## src/rtl/activation_if.sv

```systemverilog
// Row-stream interface between the pooling stage and the activation unit.
// The master side drives rows and control; the slave side returns activated rows and frame status.
interface activation_if #(
    parameter int DWIDTH      = 8,
    parameter int DESIGN_SIZE = 16,
    parameter int MASK_WIDTH  = 16
);
    logic                          enable_activation;
    logic                          activation_type;
    logic                          in_data_available;
    logic [DESIGN_SIZE*DWIDTH-1:0] inp_data;
    logic [MASK_WIDTH-1:0]         validity_mask;
    logic [DESIGN_SIZE*DWIDTH-1:0] out_data;
    logic                          out_data_available;
    logic                          done_activation;

    modport master (
        output enable_activation,
        output activation_type,
        output in_data_available,
        output inp_data,
        output validity_mask,
        input  out_data,
        input  out_data_available,
        input  done_activation
    );

    modport slave (
        input  enable_activation,
        input  activation_type,
        input  in_data_available,
        input  inp_data,
        input  validity_mask,
        output out_data,
        output out_data_available,
        output done_activation
    );
endinterface

```

## src/rtl/activation_unit.sv

```systemverilog
// Per-lane activation stage: 2-cycle pipeline, frame row counter and done flag, combinational bypass.
// Define ACTIVATION_TANH_EN to build the piecewise-linear tanh selected by activation_type.
module activation_unit #(
    parameter int DWIDTH      = 8,
    parameter int DESIGN_SIZE = 16,
    parameter int MASK_WIDTH  = 16
) (
    input  logic        clk,
    input  logic        reset,
    activation_if.slave io_act
);
    localparam int ROW_W = DESIGN_SIZE * DWIDTH;
    localparam int CNT_W = $clog2(DESIGN_SIZE) + 1;
    localparam logic [CNT_W-1:0] FRAME_ROWS = CNT_W'(DESIGN_SIZE);
    localparam logic [CNT_W-1:0] CNT_ONE    = CNT_W'(1);

    typedef enum logic [1:0] {
        S_IDLE   = 2'd0,
        S_ACTIVE = 2'd1,
        S_DRAIN  = 2'd2,
        S_DONE   = 2'd3
    } state_t;

    state_t           r_state;
    state_t           w_state_next;
    logic [CNT_W-1:0] r_row_cnt;
    logic [CNT_W-1:0] w_cnt_inc;
    logic             r_s1_valid;
    logic             r_s2_valid;
    logic             r_done;
    logic [ROW_W-1:0] r_s1_data;
    logic [ROW_W-1:0] r_s2_data;
    logic [ROW_W-1:0] w_act_row;
    logic             w_accept;
    logic             w_done_next;

    function automatic logic [DWIDTH-1:0] relu_lane(input logic [DWIDTH-1:0] x);
        logic [DWIDTH-1:0] y;
        if (x[DWIDTH-1]) begin
            y = {DWIDTH{1'b0}};
        end else begin
            y = x;
        end
        return y;
    endfunction

`ifdef ACTIVATION_TANH_EN
    // Magnitude is held in 9 bits so that |-128| = 128 is representable.
    function automatic logic [DWIDTH-1:0] tanh_lane(input logic [DWIDTH-1:0] x);
        logic [8:0] x_ext;
        logic [8:0] mag;
        logic [8:0] m;
        logic [8:0] y;
        x_ext = 9'($signed(x));
        if (x_ext[8]) begin
            mag = 9'd0 - x_ext;
        end else begin
            mag = x_ext;
        end
        if (mag < 9'd32) begin
            m = mag;
        end else if (mag < 9'd96) begin
            m = 9'd32 + ((mag - 9'd32) >> 2'd2);
        end else begin
            m = 9'd48;
        end
        if (x_ext[8]) begin
            y = 9'd0 - m;
        end else begin
            y = m;
        end
        return y[DWIDTH-1:0];
    endfunction
`endif

    assign w_cnt_inc = r_row_cnt + CNT_ONE;

    // Per-lane activation and masking of the incoming row (S1 input).
    always_comb begin
        w_act_row = {ROW_W{1'b0}};
        for (int i = 0; i < DESIGN_SIZE; i++) begin
            if (io_act.validity_mask[i]) begin
`ifdef ACTIVATION_TANH_EN
                if (io_act.activation_type) begin
                    w_act_row[i*DWIDTH +: DWIDTH] = tanh_lane(io_act.inp_data[i*DWIDTH +: DWIDTH]);
                end else begin
                    w_act_row[i*DWIDTH +: DWIDTH] = relu_lane(io_act.inp_data[i*DWIDTH +: DWIDTH]);
                end
`else
                w_act_row[i*DWIDTH +: DWIDTH] = relu_lane(io_act.inp_data[i*DWIDTH +: DWIDTH]);
`endif
            end else begin
                w_act_row[i*DWIDTH +: DWIDTH] = {DWIDTH{1'b0}};
            end
        end
    end

    // Frame FSM state register.
    always_ff @(posedge clk) begin
        if (reset) begin
            r_state <= S_IDLE;
        end else begin
            r_state <= w_state_next;
        end
    end

    // Frame FSM next-state logic; disabling always returns to IDLE.
    always_comb begin
        w_state_next = r_state;
        if (!io_act.enable_activation) begin
            w_state_next = S_IDLE;
        end else begin
            case (r_state)
                S_IDLE, S_ACTIVE: begin
                    if (io_act.in_data_available) begin
                        if (w_cnt_inc == FRAME_ROWS) begin
                            w_state_next = S_DRAIN;
                        end else begin
                            w_state_next = S_ACTIVE;
                        end
                    end else begin
                        w_state_next = r_state;
                    end
                end
                S_DRAIN: begin
                    if (!r_s1_valid && !r_s2_valid) begin
                        w_state_next = S_DONE;
                    end else begin
                        w_state_next = S_DRAIN;
                    end
                end
                S_DONE:  w_state_next = S_DONE;
                default: w_state_next = S_IDLE;
            endcase
        end
    end

    // Frame FSM output decode: row acceptance and done-flag load value.
    always_comb begin
        w_accept = 1'b0;
        case (r_state)
            S_IDLE, S_ACTIVE: w_accept = io_act.enable_activation & io_act.in_data_available;
            S_DRAIN, S_DONE:  w_accept = 1'b0;
            default:          w_accept = 1'b0;
        endcase
        w_done_next = (w_state_next == S_DONE);
    end

    // Row counter, S1/S2 pipeline and registered done flag; disabling flushes the valids.
    always_ff @(posedge clk) begin
        if (reset) begin
            r_row_cnt  <= {CNT_W{1'b0}};
            r_s1_valid <= 1'b0;
            r_s2_valid <= 1'b0;
            r_s1_data  <= {ROW_W{1'b0}};
            r_s2_data  <= {ROW_W{1'b0}};
            r_done     <= 1'b0;
        end else if (!io_act.enable_activation) begin
            r_row_cnt  <= {CNT_W{1'b0}};
            r_s1_valid <= 1'b0;
            r_s2_valid <= 1'b0;
            r_done     <= 1'b0;
        end else begin
            if (w_accept) begin
                r_row_cnt <= w_cnt_inc;
                r_s1_data <= w_act_row;
            end
            if (r_s1_valid) begin
                r_s2_data <= r_s1_data;
            end
            r_s1_valid <= w_accept;
            r_s2_valid <= r_s1_valid;
            r_done     <= w_done_next;
        end
    end

    // Output select: pipeline result when enabled, raw input when bypassed.
    always_comb begin
        if (io_act.enable_activation) begin
            io_act.out_data           = r_s2_data;
            io_act.out_data_available = r_s2_valid;
            io_act.done_activation    = r_done;
        end else begin
            io_act.out_data           = io_act.inp_data;
            io_act.out_data_available = io_act.in_data_available;
            io_act.done_activation    = 1'b0;
        end
    end
endmodule

```

## src/flat_wrapper.sv

```systemverilog
// flat-port wrapper written by rule: the top's interface ports become plain ports
module activation_unit_flat 
#(
    parameter int DWIDTH      = 8,
    parameter int DESIGN_SIZE = 16,
    parameter int MASK_WIDTH  = 16
)
  (clk, reset, io_act_enable_activation, io_act_activation_type, io_act_in_data_available, io_act_inp_data, io_act_validity_mask, io_act_out_data, io_act_out_data_available, io_act_done_activation);
  activation_if #(.DWIDTH(DWIDTH), .DESIGN_SIZE(DESIGN_SIZE), .MASK_WIDTH(MASK_WIDTH)) io_act_i ();
  input  logic clk;
  input  logic reset;
  input wire logic [$bits(io_act_i.enable_activation)-1:0] io_act_enable_activation;
  input wire logic [$bits(io_act_i.activation_type)-1:0] io_act_activation_type;
  input wire logic [$bits(io_act_i.in_data_available)-1:0] io_act_in_data_available;
  input wire logic [$bits(io_act_i.inp_data)-1:0] io_act_inp_data;
  input wire logic [$bits(io_act_i.validity_mask)-1:0] io_act_validity_mask;
  output wire logic [$bits(io_act_i.out_data)-1:0] io_act_out_data;
  output wire logic [$bits(io_act_i.out_data_available)-1:0] io_act_out_data_available;
  output wire logic [$bits(io_act_i.done_activation)-1:0] io_act_done_activation;
  assign io_act_i.enable_activation = io_act_enable_activation;
  assign io_act_i.activation_type = io_act_activation_type;
  assign io_act_i.in_data_available = io_act_in_data_available;
  assign io_act_i.inp_data = io_act_inp_data;
  assign io_act_i.validity_mask = io_act_validity_mask;
  assign io_act_out_data = io_act_i.out_data;
  assign io_act_out_data_available = io_act_i.out_data_available;
  assign io_act_done_activation = io_act_i.done_activation;
  activation_unit #(.DWIDTH(DWIDTH), .DESIGN_SIZE(DESIGN_SIZE), .MASK_WIDTH(MASK_WIDTH)) u_core (.clk(clk), .reset(reset), .io_act(io_act_i));
endmodule
```

## config.mk

```make
export PLATFORM = sky130hd
export DESIGN_NAME = activation_unit_flat
export DESIGN_NICKNAME = d
export VERILOG_FILES = /design/src/rtl/activation_if.sv /design/src/rtl/activation_unit.sv /design/src/flat_wrapper.sv
export SDC_FILE = /design/constraint.sdc
export NUM_CORES = 1
export LEC_CHECK = 0
export ABC_AREA = 1
export BUFFER_PORTS_ARGS = -buffer_cell sky130_fd_sc_hd__buf_2
export CAP_MARGIN = 10
export CORE_UTILIZATION = 45
export CTS_CLUSTER_DIAMETER = 150
export CTS_CLUSTER_SIZE = 30
export DETAILED_ROUTE_END_ITERATION = 16
export PLACE_DENSITY = 0.81
export SLEW_MARGIN = 20
export SYNTH_ARGS = -nofsm -noshare
export SYNTH_HDL_FRONTEND = slang
export SYNTH_SLANG_ARGS = --single-unit
export TNS_END_PERCENT = 1
```

## constraint.sdc

```tcl
create_clock -name clk -period 1.7 [get_ports clk]
set_input_delay 0.34 -clock clk [delete_from_list [all_inputs] [get_ports clk]]
set_output_delay 0.34 -clock clk [all_outputs]
set_load 0.05 [all_outputs]
```

==> flow_summary.ini <==
[cts]
cts.htree.levels = 1
cts_root_buf = clkbuf_16
post-cts-setup-buffers = 0
clockBufferDepth = 3
clkTransAtPathRegs_ns = 0.11
clock-sinks = 234
numCtsBuffers = 11
hold_buffers = 0
clkLatencyLatePin_ns = 0.46
cts_tree = yes

[logic_synthesis]
synth-seq-cells = 234
synth.top_cells.by_area = dfxtp_1 (47%), o21ai_0 (14%), nor2_1 (11%)
ys_types = 22
synth_compound_area_frac = 0.166
netlist_area_sq_um = 9960
avgSynthCellArea_sq_um = 6.83
synth_mux_area_frac = 0
synth_xor_area_frac = 0
synth_top_family_by_area = simple AND/OR/NAND/NOR gates
yosys.area_share.simple = 0.274
ys_seq_area_frac = 0.470
synth_nets = 1610
synth_area_leader_cell = dfxtp_1
synth_top_area_frac = 0.470
synthAdderAreaFrac = 0.00251
yosys_warnings = 0
netlist_instances = 1459

[timing]
min_period_ns = 1.64
worst_slew_pin_slew_ns = 0.491
slew_viol_final = 0
setup_viol = 0
skew_ns = 0.0120
max_slew_margin = 0.672
hold_violations = 0
rsz0062_at_grt = no
period_share = 0.966
fmax_mhz = 609

[power]
p_leak_nw = 5.70
peakVddDrop_v = 0.000515
p_per_area_nw_per_um2 = 891
total_power_w = 0.0107

[detailed_routing]
ant_nets = 0
dr.first_iter.drc_count = 547
wl_per_cell_um = 13.3
dr.pass1.iters = 5
drc = 0
viasPerCell = 5.05
vias = 9946
wl_um = 26100

[global_routing]
grt_first_pass_wirelength_um = 41200
grt_start_max_net_pins = 60
grtUsageTotal = 0.223
grt_pass1_vias = 8586
antenna_found_initial = 0
grt_overflow_total = 0

[floorplanning]
core_area_sq_um = 21800
start_util = 0.458
num_rows = 54
dieArea_sq_um = 22700
die_width_um = 151
io-pin-count = 279
fp.dieH_um = 151

[finish]
final_cell_count_no_fill = 1969
synthToLayoutAreaGrowth_pct = 20.5
utilization = 0.552
fillers = 2100
multiInputGateArea_sq_um = 4420
drive_above_1_share = 0.206
seqCellArea_sq_um = 4680
nets = 1840

[place]
gp_congestion = 0.811
port_buffers = 277
dp_cells = 1956
detailed_place_hpwl_um = 18300

[setup_path]
crit_fanout = 2
worstPathArrival_ns = 1.30
critPathMaxStageDelay_ns = 0.38
slowest_stage = dfxtp_1
crit_type = flip-flop to primary output
start_kind = flip-flop
required_ns = 1.36
crit_chain = nand2_1 > o21ai_1 > buf_2
cp-end-kind = primary output

[status]
status = finished clean

[worst_hold_path]
hold_path_class = primary input to flip-flop

[flow_run]
drv_cap = 0
-- cells in the mapped netlist (all sizes together) --
cell / n
nor2: 298
nand2: 294
o21ai: 293
dfxtp: 234
inv: 109
nand3: 85
clkbuf: 56
buf: 44
a21oi: 35
nand4: 6
ha: 2
nor3: 2
o211ai: 1
-- worst paths after layout --
check / from / endpoint / slack (ns) / depth (start not counted)
setup / recovery: u_core.r_s2_data[122]$_SDFFE_PP0P_ / io_act_out_data[122] / 0.06 / 3
hold / removal: io_act_inp_data[104] / u_core.r_s1_data[104]$_SDFFE_PP0P_ / 0.10 / 3
setup reg to reg: u_core.r_state[1]$_SDFF_PP0_ / u_core.r_s1_data[29]$_SDFFE_PP0P_ / 0.15 / 7
hold reg to reg: u_core.r_s1_data[110]$_SDFFE_PP0P_ / u_core.r_s2_data[110]$_SDFFE_PP0P_ / 0.45 / 2
-- critical path, delay by kind of cell (launching register included) --
family	cells	cell delay (ns)
buffers and inverters	1	0.29
and+or+nand+nor	1	0.08
AOI/OAI and AO/OA	1	0.09
DFF	1	0.38
-- timing repair --
item,in CTS,in global routing
endpoints found under the hold margin,0,0
gates resized for setup,0,3
endpoints found under the setup margin,0,12
-- stage by stage --
stage	hold WS [ns]	setup TNS (ns)	instance area [sq um]	setup WS (ns)
after floorplan	0.423	-15.46	9990	-0.225
after detailed placement	0.437	0	11700	0.0143
after global routing	0.0939	0	12000	0.00205
final	0.103	0	12000	0.0583
after global placement	0.430	0	11700	0.0308
after CTS	0.0846	0	12000	0.0427
-- power by group --
part	total (W)	switching (W)	internal [W]	leakage [nW]
Combinational	0.00209	0.00150	0.000592	3.66
Clock	0.00282	0.00164	0.00119	0.140
Sequential	0.00579	0.000103	0.00568	1.90
-- layer usage --
layer | wire length [um] | track usage | vias to the layer above
met5 | 0 | 0 | -
met4 | 412 | 0.0550 | 0
met3 | 1770 | 0.0235 | 33
met2 | 12400 | 0.382 | 389
met1 | 11500 | 0.299 | 4443
li1 | - | - | 5081
-- state kept, by name (all words and copies together) (netlist names) --
signal and count:
u_core.r_state 2, u_core.r_s2_data 112, u_core.r_done 1, u_core.r_s2_valid 1, u_core.r_row_cnt 5, u_core.r_s1_data 112
u_core.r_s1_valid 1
-- cell families (layout without fill, tap and decap cells) --
group | after synthesis | in the layout
simple gates | 685 | 685
buf+inv | 209 | 438
flops | 234 | 234
other cells | 0 | 1
compound gates | 329 | 329
fa+ha+maj | 2 | 2
-- cell type report --
type / count / area share
Antenna cell: 1 / 0.000209
Clock buffer: 11 / 0.0229
Clock inverter: 1 / 0.000730
Inverter: 109 / 0.0346
Multi-Input combinational cell: 1016 / 0.369
Sequential cell: 234 / 0.390
Tap cell: 280 / 0.0292
Timing Repair Buffer: 317 / 0.153
-- placed cells by master (no fill, tap or decap), drive strengths merged --
cell    count
nor2      298
nand4       6
ha          2
o21ai     293
nand2     294
nor3        2
buf       316
inv       108
diode       1
clkbuf     12
nand3      85
o211ai      1
a21oi      35
clkinv      2
dfxtp     234
No activity file was read; power rests on OpenSTA's default activity.
